File: config.mk
export PLATFORM = sky130hd
export DESIGN_NAME = sd_cmd_framer_flat
export DESIGN_NICKNAME = d
export VERILOG_FILES = /design/src/rtl/sd_cmd_framer_pkg.sv /design/src/rtl/sd_cmd_framer_if.sv /design/src/rtl/sd_cmd_framer_crc7.sv /design/src/rtl/sd_cmd_framer.sv /design/src/flat_wrapper.sv
export SDC_FILE = /design/constraint.sdc
export NUM_CORES = 1
export LEC_CHECK = 0
export CELL_PAD_IN_SITES_DETAIL_PLACEMENT = 1
export CELL_PAD_IN_SITES_GLOBAL_PLACEMENT = 1
export CORE_UTILIZATION = 36
export CTS_CLUSTER_SIZE = 14
export DETAILED_ROUTE_END_ITERATION = 6
export DONT_BUFFER_PORTS = 1
export PLACE_DENSITY_LB_ADDON = 0.12
export SETUP_SLACK_MARGIN = 0.15
export SLEW_MARGIN = 30
export SYNTH_ARGS = -nofsm -noshare
export SYNTH_HDL_FRONTEND = slang
export SYNTH_HIERARCHICAL = 1
export SYNTH_SLANG_ARGS = --single-unit
File: constraint.sdc
create_clock -name clk -period 2.4 [get_ports clk]
set_input_delay 0.36 -clock clk [delete_from_list [all_inputs] [get_ports clk]]
set_output_delay 0.36 -clock clk [all_outputs]
set_load 0.03 [all_outputs]
File: src/rtl/sd_cmd_framer_pkg.sv
// Shared types and constants for the SD SPI-mode command framer.
// Package name: sd_cmd_pkg. Optional CRC7 generation is selected by SD_CMD_CRC7_EN.
package sd_cmd_pkg;

    typedef enum logic [2:0] {
        IDLE,
        PRE,
        FRAME,
        POST,
        DONE
    } state_t;

    localparam logic [6:0] CRC7_POLY = 7'h09;

    localparam logic [5:0] CMD_GO_IDLE      = 6'd0;
    localparam logic [5:0] CMD_SEND_IF_COND = 6'd8;
    localparam logic [5:0] CMD_READ_SINGLE  = 6'd17;
    localparam logic [5:0] CMD_READ_MULTI   = 6'd18;
    localparam logic [5:0] CMD_WRITE_SINGLE = 6'd24;
    localparam logic [5:0] CMD_WRITE_MULTI  = 6'd25;
    localparam logic [5:0] CMD_READ_OCR     = 6'd58;

    localparam int FRAME_LEN = 6;

    // Precomputed trailer bytes ({crc7,1}) for the commands that need a valid CRC
    // before the card leaves native mode; anything else gets a dummy trailer.
    localparam logic [7:0] CRC_BYTE_GO_IDLE = 8'h95;
    localparam logic [7:0] CRC_BYTE_IF_COND = 8'h87;
    localparam logic [7:0] CRC_BYTE_DUMMY   = 8'h01;

    // Commands whose argument is a block address and may need byte scaling.
    function automatic logic is_addr_cmd(input logic [5:0] idx);
        return (idx == CMD_READ_SINGLE)  || (idx == CMD_READ_MULTI) ||
               (idx == CMD_WRITE_SINGLE) || (idx == CMD_WRITE_MULTI);
    endfunction

    // Fixed trailer used when CRC generation is compiled out.
    function automatic logic [7:0] fixed_crc_byte(input logic [5:0] idx);
        case (idx)
            CMD_GO_IDLE:      return CRC_BYTE_GO_IDLE;
            CMD_SEND_IF_COND: return CRC_BYTE_IF_COND;
            default:          return CRC_BYTE_DUMMY;
        endcase
    endfunction

    // One byte of CRC7 (x^7+x^3+1), MSB first.
    function automatic logic [6:0] crc7_byte(input logic [6:0] crc, input logic [7:0] data);
        logic [6:0] c;
        logic       fb;
        c = crc;
        for (int i = 7; i >= 0; i--) begin
            fb = c[6] ^ data[i];
            c  = {c[5:0], 1'b0} ^ (fb ? CRC7_POLY : 7'h00);
        end
        return c;
    endfunction

endpackage

File: src/rtl/sd_cmd_framer_if.sv
// Command request / byte-stream bundle between the SD controller FSM,
// the command framer and the SPI byte shifter.
interface sd_cmd_framer_if;
    logic        cmd_start;
    logic [5:0]  cmd_index;
    logic [31:0] cmd_arg;
    logic [7:0]  tx_byte;
    logic        tx_valid;
    logic        tx_ready;
    logic        busy;
    logic        cmd_done;

    // Controller / shifter side.
    modport master (
        output cmd_start, cmd_index, cmd_arg, tx_ready,
        input  tx_byte, tx_valid, busy, cmd_done
    );

    // Framer side.
    modport slave (
        input  cmd_start, cmd_index, cmd_arg, tx_ready,
        output tx_byte, tx_valid, busy, cmd_done
    );
endinterface

File: src/rtl/sd_cmd_framer_crc7.sv
// Bytewise CRC7 accumulator (x^7+x^3+1, init 0, MSB first) for the command framer.
// Only compiled when SD_CMD_CRC7_EN is defined, since only then is it instantiated.
`ifdef SD_CMD_CRC7_EN
module sd_crc7
    import sd_cmd_pkg::*;
(
    input  logic       clk,
    input  logic       rst,
    input  logic       clr,
    input  logic       en,
    input  logic [7:0] data,
    output logic [6:0] crc
);
    logic [6:0] r_crc;

    // Accumulate one byte per enabled cycle; clear has priority for a new command.
    always_ff @(posedge clk or posedge rst) begin
        if (rst) begin
            r_crc <= 7'h00;
        end else if (clr) begin
            r_crc <= 7'h00;
        end else if (en) begin
            r_crc <= crc7_byte(r_crc, data);
        end
    end

    assign crc = r_crc;
endmodule
`endif

File: src/rtl/sd_cmd_framer.sv
// SD SPI-mode command framer: latches a command index and argument and streams
// [PRE_FF x 0xFF] {01,idx} arg[31:0] {crc7,1} [POST_FF x 0xFF] over valid/ready.
// Define SD_CMD_CRC7_EN to compute CRC7; otherwise the trailer comes from a table.
module sd_cmd_framer
    import sd_cmd_pkg::*;
#(
    parameter int PRE_FF     = 1,
    parameter int POST_FF    = 1,
    parameter int ADDR_SHIFT = 0
) (
    input  logic          clk,
    input  logic          rst,
    sd_cmd_framer_if.slave bus
);
    if (PRE_FF < 0 || PRE_FF > 15) begin : g_bad_pre_ff
        $error("sd_cmd_framer: PRE_FF must be within 0..15");
    end
    if (POST_FF < 0 || POST_FF > 15) begin : g_bad_post_ff
        $error("sd_cmd_framer: POST_FF must be within 0..15");
    end

    localparam logic [3:0] PRE_LAST   = 4'(PRE_FF - 1);
    localparam logic [3:0] POST_LAST  = 4'(POST_FF - 1);
    localparam logic [3:0] FRAME_LAST = 4'(FRAME_LEN - 1);

    state_t      r_state;
    state_t      w_state_nxt;
    logic [3:0]  r_cnt;
    logic [3:0]  w_cnt_nxt;
    logic        r_armed;      // high from the second cycle of a send sequence
    logic        w_armed_nxt;
    logic [5:0]  r_idx;
    logic [31:0] r_arg;

    logic        w_start;
    logic        w_sending;
    logic        w_valid;
    logic        w_xfer;
    logic [31:0] w_arg_eff;
    logic [7:0]  w_byte;
    logic [7:0]  w_crc_byte;

    assign w_start   = (r_state == IDLE) && bus.cmd_start;
    assign w_sending = (r_state == PRE) || (r_state == FRAME) || (r_state == POST);
    assign w_valid   = w_sending && r_armed;
    assign w_xfer    = w_valid && bus.tx_ready;
    assign w_arg_eff = is_addr_cmd(bus.cmd_index) ? (bus.cmd_arg << ADDR_SHIFT) : bus.cmd_arg;

`ifdef SD_CMD_CRC7_EN
    logic [6:0] w_crc;
    logic       w_crc_en;

    // Bytes 0..4 feed the CRC as they are accepted, so it is final before byte 5.
    assign w_crc_en = w_xfer && (r_state == FRAME) && (r_cnt < FRAME_LAST);

    sd_crc7 u_crc7 (
        .clk  (clk),
        .rst  (rst),
        .clr  (w_start),
        .en   (w_crc_en),
        .data (w_byte),
        .crc  (w_crc)
    );

    assign w_crc_byte = {w_crc, 1'b1};
`else
    assign w_crc_byte = fixed_crc_byte(r_idx);
`endif

    // State, counter and latched command registers.
    always_ff @(posedge clk or posedge rst) begin
        if (rst) begin
            r_state <= IDLE;
            r_cnt   <= 4'd0;
            r_armed <= 1'b0;
            // NOTE: the latched command is reset as well so tx_byte never carries X,
            // even though it is always rewritten before use.
            r_idx   <= 6'd0;
            r_arg   <= 32'd0;
        end else begin
            // NOTE: non-blocking assignments here so every register updates from
            // pre-edge values regardless of statement order.
            r_state <= w_state_nxt;
            r_cnt   <= w_cnt_nxt;
            r_armed <= w_armed_nxt;
            if (w_start) begin
                r_idx <= bus.cmd_index;
                r_arg <= w_arg_eff;
            end
        end
    end

    // Next-state logic: advance the byte counter on each accepted byte.
    always_comb begin
        // NOTE: defaults first so every path assigns every signal and no latch is inferred.
        w_state_nxt = r_state;
        w_cnt_nxt   = r_cnt;
        w_armed_nxt = r_armed;
        case (r_state)
            IDLE: begin
                w_armed_nxt = 1'b0;
                if (w_start) begin
                    w_cnt_nxt   = 4'd0;
                    w_state_nxt = (PRE_FF > 0) ? PRE : FRAME;
                end
            end
            PRE: begin
                w_armed_nxt = 1'b1;
                if (w_xfer) begin
                    if (r_cnt == PRE_LAST) begin
                        w_cnt_nxt   = 4'd0;
                        w_state_nxt = FRAME;
                    end else begin
                        w_cnt_nxt = r_cnt + 4'd1;
                    end
                end
            end
            FRAME: begin
                w_armed_nxt = 1'b1;
                if (w_xfer) begin
                    if (r_cnt == FRAME_LAST) begin
                        w_cnt_nxt   = 4'd0;
                        w_state_nxt = (POST_FF > 0) ? POST : DONE;
                    end else begin
                        w_cnt_nxt = r_cnt + 4'd1;
                    end
                end
            end
            POST: begin
                w_armed_nxt = 1'b1;
                if (w_xfer) begin
                    if (r_cnt == POST_LAST) begin
                        w_cnt_nxt   = 4'd0;
                        w_state_nxt = DONE;
                    end else begin
                        w_cnt_nxt = r_cnt + 4'd1;
                    end
                end
            end
            DONE: begin
                w_armed_nxt = 1'b0;
                w_state_nxt = IDLE;
            end
            default: begin
                w_armed_nxt = 1'b0;
                w_cnt_nxt   = 4'd0;
                w_state_nxt = IDLE;
            end
        endcase
    end

    // Outgoing byte: frame content in FRAME, 0xFF fill otherwise or when not valid.
    always_comb begin
        w_byte = 8'hFF;
        if (w_valid && (r_state == FRAME)) begin
            case (r_cnt)
                4'd0:    w_byte = {2'b01, r_idx};
                4'd1:    w_byte = r_arg[31:24];
                4'd2:    w_byte = r_arg[23:16];
                4'd3:    w_byte = r_arg[15:8];
                4'd4:    w_byte = r_arg[7:0];
                4'd5:    w_byte = w_crc_byte;
                default: w_byte = 8'hFF;
            endcase
        end
    end

    assign bus.tx_byte  = w_byte;
    assign bus.tx_valid = w_valid;
    assign bus.busy     = (r_state != IDLE);
    assign bus.cmd_done = (r_state == DONE);

endmodule

File: src/flat_wrapper.sv
// flat-port wrapper written by rule: the top's interface ports become plain ports
module sd_cmd_framer_flat import sd_cmd_pkg::*;
#(
    parameter int PRE_FF     = 1,
    parameter int POST_FF    = 1,
    parameter int ADDR_SHIFT = 0
)
  (clk, rst, bus_cmd_start, bus_cmd_index, bus_cmd_arg, bus_tx_ready, bus_tx_byte, bus_tx_valid, bus_busy, bus_cmd_done);
  sd_cmd_framer_if bus_i ();
  input  logic clk;
  input  logic rst;
  input wire logic [$bits(bus_i.cmd_start)-1:0] bus_cmd_start;
  input wire logic [$bits(bus_i.cmd_index)-1:0] bus_cmd_index;
  input wire logic [$bits(bus_i.cmd_arg)-1:0] bus_cmd_arg;
  input wire logic [$bits(bus_i.tx_ready)-1:0] bus_tx_ready;
  output wire logic [$bits(bus_i.tx_byte)-1:0] bus_tx_byte;
  output wire logic [$bits(bus_i.tx_valid)-1:0] bus_tx_valid;
  output wire logic [$bits(bus_i.busy)-1:0] bus_busy;
  output wire logic [$bits(bus_i.cmd_done)-1:0] bus_cmd_done;
  assign bus_i.cmd_start = bus_cmd_start;
  assign bus_i.cmd_index = bus_cmd_index;
  assign bus_i.cmd_arg = bus_cmd_arg;
  assign bus_i.tx_ready = bus_tx_ready;
  assign bus_tx_byte = bus_i.tx_byte;
  assign bus_tx_valid = bus_i.tx_valid;
  assign bus_busy = bus_i.busy;
  assign bus_cmd_done = bus_i.cmd_done;
  sd_cmd_framer #(.PRE_FF(PRE_FF), .POST_FF(POST_FF), .ADDR_SHIFT(ADDR_SHIFT)) u_core (.clk(clk), .rst(rst), .bus(bus_i));
endmodule
==> flow_metrics.py, run 1 <==
metrics = {
    "cts": {
        "cts_buffer_depth": 2,
        "clock_latency_ps": 290,
        "cts_sinks": 46,
        "cts_root_buf": "clkbuf_8",
        "clkTransAtPathRegs_ps": 90,
        "htreeDepth": 2,
        "tritoncts": "done",
        "numCtsBuffers": 5,
    },
    "sta": {
        "slew_violations": 0,
        "setup_ws_ps": -5.53,
        "relSlewSlack_pct": 65.3,
        "post-route-period-util_pct": 100,
        "tightest_slew_ps": 519,
        "setup_viol": 1,
        "clock_skew_ps": 9.93,
        "period_needed_ps": 2410,
        "grt_setup_unrepaired": "true",
        "fmax_mhz": 416,
        "finalHoldViolations": 0,
    },
    "floorplan": {
        "start_util_pct": 37.7,
        "die_h_um": 81.2,
        "die_w_um": 81.2,
        "die_area_mm2": 0.00659,
        "coreArea_mm2": 0.00599,
        "rows": 28,
        "io_pins": 53,
    },
    "global_route": {
        "grt_overflow_total": 0,
        "grt_pass1_wl_mm": 9.03,
        "first_global_vias": 1677,
        "grt_max_degree": 30,
        "antenna_found_initial": 0,
        "grt_usage_pct": 18.8,
    },
    "drt": {
        "routed_wirelength_mm": 5.64,
        "postRouteAntennaNets": 0,
        "num_vias": 1550,
        "drc_errors": 0,
        "first_iter_violations": 71,
        "drt-pass1-iter-count": 4,
        "via_per_inst": 5.58,
        "wl_per_cell_um": 20.3,
    },
    "logic_synthesis": {
        "yosys_warnings": 6,
        "synth_edf_count": 0,
        "syn_inst": 180,
        "yosysSeqAreaShare_pct": 51.0,
        "synth_cell_types": 43,
        "ys_seq_elements": 46,
        "synth_area_per_cell_um2": 12.5,
        "synthFlopType": "dfrtp_1",
        "syn-num-nets": 226,
        "synth_area_mm2": 0.00226,
        "ys_async_sr_fraction_pct": 100,
    },
    "worst_setup_path": {
        "crit_path_start": "u_core/r_cnt[0]",
        "critPathLaunchType": "flop",
        "timing.rr.start": "u_core/r_cnt[0]",
        "critical_path_class": "reg -> out",
        "cp-end-kind": "output port",
        "r2r_slack_ps": 490,
        "worstPathArrival_ps": 2050,
        "cp_max_fo": 4,
        "crit_required_ps": 2040,
    },
    "finish": {
        "fin_nets": 248,
        "seq_area_mm2": 0.00115,
        "drive_gt1_share_pct": 42.4,
        "nFillCells": 637,
        "diodes": 0,
        "post-route-util_pct": 45.4,
        "synthToLayoutAreaGrowth_pct": 20.4,
        "multiInputGateArea_mm2": 0.00115,
    },
    "outcome": {
        "violations": "negative setup slack",
        "status": "finished, violations left",
    },
    "placed_design": {
        "io_buffer_count": 0,
        "dp_hpwl_mm": 4.08,
        "place_congestion": 0.782,
    },
    "flow_run": {
        "drv_cap": 0,
    },
    "power_and_ir_drop": {
        "finalPower_uw": 3790,
        "leakage_uw": 0.00109,
        "irDropWorstVdd_v": 0.000552,
        "power.density_mw_per_mm2": 1390,
    },
    "hold_path": {
        "hold_class": "in -> reg",
        "min_from": "bus_cmd_arg[24]",
    },
}
## routing by layer
layer | global-route usage, % | part of all wire (%) | up-vias | wire (um)
met3 | 5.96 | 6.8 | 2 | 383
met5 | 0 | 0 | - | 0
met4 | 4.82 | 0.48 | 0 | 27
met2 | 29.3 | 47 | 43 | 2650
li1 | - | - | 716 | -
met1 | 25.2 | 46 | 789 | 2580
## registers in the layout (all words and copies together) (netlist names)
name,cells
u_core/r_idx,6
u_core/r_arg,32
u_core/r_cnt,4
u_core/r_armed,1
u_core/r_state,3
## cell type report
type	instances	area share (%)
repair buffers	24	7.41
clock buffers	7	3.18
inverters	5	0.737
multi-input cells	120	42.4
clock inverters	1	0.322
flip-flops and latches	46	42.5
well taps	75	3.45
## repair_timing
action	in CTS	in global routing
hold endpoints to repair	27	0
hold buffers	1	0
setup endpoints to repair	8	8
gates resized for setup	24	7
setup buffers	7	2
pin swaps	10	3
## synthesized netlist by cell type, types with 2 or more instances
master	n	area share, %
mux2_2	28	14
o21ai_0	2	0.44
nor3_1	3	0.66
nand2_1	10	1.7
nor3b_1	2	0.66
buf_2	4	0.89
a22oi_1	7	2.3
dfrtp_1	46	51
mux2_1	10	5.0
and2_1	2	0.55
buf_4	2	0.66
buf_6	2	1.0
nand3_1	8	1.8
a222oi_1	2	0.89
a221oi_1	5	1.9
nand4_1	3	0.83
nand2b_1	4	1.1
ha_1	4	2.2
inv_1	5	0.83
nor2_1	6	1.0
a21oi_1	2	0.44
or3_1	2	0.55
## critical path: stages (launching register included)
cell and delay, ps:
dfrtp_2 450, buf_6 130, ha_4 160, a22o_1 210
a221oi_2 170, nor3_1 90, a2111o_1 550
## worst paths after layout
kind	to	cells past startpoint
max	bus_tx_byte[0]	6
min	u_core/r_arg[24]	1
max reg2reg	u_core/r_state[0]	7
min reg2reg	u_core/r_arg[15]	1
max in group asynchronous	u_core/r_idx[5]	3
min in group asynchronous	u_core/r_idx[2]	2
## report_power, final
| part | internal [uW] | switching [uW] | leakage [uW] |
|---|---|---|---|
| registers | 1160 | 305 | 0.000545 |
| logic | 886 | 942 | 0.000492 |
| clock network | 238 | 253 | 0.0000489 |
| total | 2290 | 1500 | 0.00109 |
## cells by family (layout without fill, tap and decap cells)
logic type                 after synthesis  after routing  synth area share [%]
adders and majority gates                4              4                  2.22
buffers and inverters                   14             37                  3.55
DFF                                     46             46                  51.0
and+or+nand+nor                         47             47                  12.6
AOI/OAI and AO/OA                       30             30                  11.3
xor gates and xnor gates                 1              1                 0.388
muxes                                   38             38                  19.0
## stage by stage
| step | hold WS [ps] | TNS (ps) | setup slack (ps) | instance area (um^2) | instances |
|---|---|---|---|---|---|
| 2_1_floorplan | 458 | 0 | 362 | 2260 | 180 |
| 3_3_place_gp | 404 | -466 | -121 | 2390 | 260 |
| 3_5_place_dp | 290 | 0 | 175 | 2400 | 260 |
| 4_1_cts | 186 | -86.7 | -29.3 | 2670 | 276 |
| 5_1_grt | 177 | -201 | -61.0 | 2720 | 278 |
| 6_report | 197 | -5.53 | -5.53 | 2720 | 278 |
## cells in the final DEF, fill, tap and decap left out, drive strengths merged, types with 3 or more instances in the layout
| master | Yosys | routed |
|---|---|---|
| nand3 | 8 | 8 |
| a21oi | 3 | 3 |
| dfrtp | 46 | 46 |
| nand2b | 4 | 4 |
| a22oi | 7 | 7 |
| ha | 4 | 4 |
| inv | 5 | 5 |
| nor2 | 6 | 6 |
| nor3 | 3 | 3 |
| a221oi | 5 | 5 |
| nand2 | 10 | 10 |
| clkbuf | 1 | 7 |
| nor3b | 3 | 3 |
| nand4 | 3 | 3 |
| mux2 | 38 | 38 |
| buf | 8 | 23 |
No activity file was read; power rests on OpenSTA's default activity.
==> inputs of run 2 (changes only) <==
--- a/config.mk
+++ b/config.mk
@@ -16,5 +16,4 @@
 export SLEW_MARGIN = 30
 export SYNTH_ARGS = -nofsm -noshare
 export SYNTH_HDL_FRONTEND = slang
-export SYNTH_HIERARCHICAL = 1
 export SYNTH_SLANG_ARGS = --single-unit
==> constraint.sdc (replaced) <==
create_clock -name clk -period 3 [get_ports clk]
set_input_delay 0.45 -clock clk [delete_from_list [all_inputs] [get_ports clk]]
set_output_delay 0.45 -clock clk [all_outputs]
set_load 0.03 [all_outputs]
==> run 2 against run 1 <==
  * Critical path type unchanged
  * Via count is 4.8% lower
  * Synthesized cell count is 2.2% higher
  * Largest power group unchanged
  * Routed wire length is 2.5% lower
  * Final cell count is 5.0% lower
  * Clock-buffer cell count is 1 lower
  * Core utilization is 5.7 points lower
  * Sequential share of layout area is 3.5 points higher
  * Global-route usage is 1.9 points lower
  * Clock power is 19% lower
  * Total power is 26% lower
  * Worst setup slack better by 300 ps
  * Non-clock buffer count is 19 lower
  * The run now ends clean
==> flow_metrics.py, run 2 <==
metrics = {
    "sta": {
        "slew_violations": 0,
        "period_needed_ps": 2710,
        "setup_viol": 0,
        "grt_setup_unrepaired": "false",
        "timing.setup.tns_ps": 0,
        "fmax_mhz": 369,
        "tightest_slew_ps": 596,
        "post-route-period-util_pct": 90.2,
        "finalHoldViolations": 0,
        "clock_skew_ps": 10.9,
        "relSlewSlack_pct": 60.1,
    },
    "cts": {
        "cts_sinks": 46,
        "cts_buffer_depth": 2,
        "htreeDepth": 2,
        "clock_latency_ps": 290,
        "numCtsBuffers": 5,
        "clkTransAtPathRegs_ps": 90,
        "tritoncts": "done",
        "cts_post_setup_buffers_inserted": 0,
        "cts_root_buf": "clkbuf_8",
    },
    "logic_synthesis": {
        "ys_async_sr_fraction_pct": 100,
        "yosys_warnings": 0,
        "syn-num-nets": 230,
        "synth_edf_count": 0,
        "synth_fa_ha_area_share_pct": 2.13,
        "synth.most_common_cell": "dfrtp_1",
        "synth_xor_xnor_area_share_pct": 0.745,
        "ys_top_cells_by_count": "dfrtp_1 (46), mux2_4 (20), mux2_2 (19)",
        "yosysTopAreaCell": "dfrtp_1",
        "synth.top_cell.area_share_pct": 49.0,
        "synth_compound_area_share_pct": 9.74,
        "syn_inst": 184,
        "synthSimpleGateAreaFrac_pct": 11.0,
        "synth_top_family_by_area": "multiplexers",
        "synth_area_mm2": 0.00235,
        "yosysSeqAreaShare_pct": 49.0,
        "synth_cell_types": 42,
        "synthTopCellsByArea": "dfrtp_1 (49%), mux2_4 (13%), mux2_2 (9.1%)",
        "ys_seq_elements": 46,
        "synth_area_per_cell_um2": 12.8,
        "synthMuxAreaShare_pct": 22.3,
        "synthFlopType": "dfrtp_1",
    },
    "worst_setup_path": {
        "critPathLaunchType": "flop",
        "critPathCapture": "bus_tx_byte[1]",
        "reg2regPathDepth": 4,
        "crit_path_start": "u_core.r_cnt[0]",
        "timing.rr.start": "u_core.r_state[0]",
        "worstReg2RegEnd": "u_core.r_arg[14]",
        "cp_max_fo": 8,
        "r2r_slack_ps": 880,
        "critical_path_class": "reg -> out",
        "worstPathArrival_ps": 2260,
        "crit_required_ps": 2550,
        "cp-end-kind": "output port",
    },
    "drt": {
        "routed_wirelength_mm": 5.49,
        "postRouteAntennaNets": 0,
        "num_vias": 1476,
        "first_iter_violations": 68,
        "wl_per_cell_um": 20.8,
        "via_per_inst": 5.59,
        "drt-pass1-iter-count": 5,
        "drc_errors": 0,
    },
    "finish": {
        "diodes": 0,
        "fin_nets": 232,
        "mostFrequentLayoutCell": "dfrtp_1",
        "synthToLayoutAreaGrowth_pct": 6.55,
        "reg_top3": "u_core.r_arg: 32 flops, u_core.r_idx: 6 flops, u_core.r_cnt: 4 flops",
        "drive_gt1_share_pct": 32.1,
        "mostFrequentLayoutCells": "dfrtp_1 (46), mux2_4 (20), mux2_2 (19)",
        "largest_reg_flops": 32,
        "post-route-util_pct": 39.7,
        "regMostFlops": "u_core.r_arg",
    },
    "power_and_ir_drop": {
        "leakage_uw": 0.00104,
        "p_sw_share_pct": 38.1,
        "power.density_mw_per_mm2": 1130,
        "internal-power_uw": 1740,
        "comb_power_share_pct": 44.4,
        "irDropWorstVdd_v": 0.000358,
        "seq_power_share_pct": 41.6,
        "p_sw_uw": 1070,
        "clkPwrFrac_pct": 14.1,
    },
    "floorplan": {
        "io_pins": 53,
        "rows": 29,
        "coreArea_mm2": 0.00631,
        "die_w_um": 82.8,
        "die_area_mm2": 0.00686,
        "die_h_um": 82.8,
        "start_util_pct": 37.2,
    },
    "outcome": {
        "status": "completed",
    },
    "placed_design": {
        "place_congestion": 0.814,
        "dp_hpwl_mm": 4.03,
        "io_buffer_count": 0,
    },
    "global_route": {
        "grt_overflow_total": 0,
        "grt_usage_pct": 16.9,
        "grt_max_degree": 39,
        "antenna_found_initial": 0,
        "first_global_vias": 1702,
        "grt_pass1_wl_mm": 9.22,
    },
    "flow_run": {
        "drv_cap": 0,
    },
    "hold_path": {
        "hold_class": "in -> async",
    },
}
[run 2: cell types whose count changed after synthesis, sizes merged, moves of 2 or more]
cell    delta
nand2      -4
nand4      -2
and3       -2
nor4b      -2
nor2b      +2
inv        +2
a21oi      +2
nand2b     -3
nor2       +4
[run 2: per-layer routing]
layer	wire length [um]	up-vias	global-route usage, %
met2	2640	37	26.8
met5	0	-	0
met3	231	2	3.88
met1	2590	759	23.6
met4	29	0	3.76
li1	-	678	-
[run 2: final cells by class]
class                           count  area (um^2)
Fill cell                         689         3810
Sequential cell                    46         1150
Clock inverter                      2         12.5
Tap cell                           77         96.3
Clock buffer                        6         82.6
Inverter                            7         27.5
Timing Repair Buffer                5         37.5
Multi-Input combinational cell    121         1100
[run 2: kinds of logic (layout without fill, tap and decap cells)]
logic type	count (synthesis)	in the layout
AOI/OAI and AO/OA	30	30
xor gates and xnor gates	2	2
adders and majority gates	4	4
buffers and inverters	17	20
DFF	46	46
muxes	40	40
and+or+nand+nor	45	45
[run 2: power groups by stage]
| stage | Combinational [uW] | Sequential, uW | Clock [uW] |
|---|---|---|---|
| after floorplan | 1120 | 1060 | 0 |
| after global placement | 1200 | 1160 | 0 |
| after detailed placement | 1250 | 1180 | 0 |
| after CTS | 1250 | 1170 | 410 |
| after global routing | 1370 | 1220 | 437 |
| final | 1250 | 1170 | 397 |
[run 2: worst min path at each step]
stage	slack, ps	to	from	cells past startpoint
2_1_floorplan	480	u_core.r_arg[6]	u_core.r_arg[6]	1
3_3_place_gp	480	u_core.r_arg[28]	rst	1
3_5_place_dp	360	u_core.r_arg[27]	rst	1
4_1_cts	40	u_core.r_arg[27]	rst	1
5_1_grt	60	u_core.r_arg[27]	rst	1
6_report	30	u_core.r_arg[27]	rst	1
[run 2: what timing repair did]
| action | CTS | global route |
|---|---|---|
| hold endpoints to repair | 0 | 0 |
| gates resized for setup | 0 | 2 |
| hold buffers | 0 | 0 |
| setup endpoints to repair | 0 | 2 |
[run 2: stage by stage]
step | cells | worst slack [ps] | hold WS, ps | instance area [um^2] | total power (uW)
after floorplan | 184 | 709 | 479 | 2350 | 2180
after global placement | 256 | 354 | 483 | 2390 | 2370
after detailed placement | 256 | 561 | 365 | 2400 | 2430
after CTS | 264 | 232 | 35.3 | 2490 | 2830
after global routing | 264 | 184 | 55.6 | 2500 | 3020
final | 264 | 293 | 30.2 | 2500 | 2820
[run 2: worst max-delay path, cell delays in order, from the launching register on]
cell and delay (ps):
dfrtp_1 400, inv_1 110, ha_1 270, and3b_1 340, a221oi_1 460, nand4_1 400
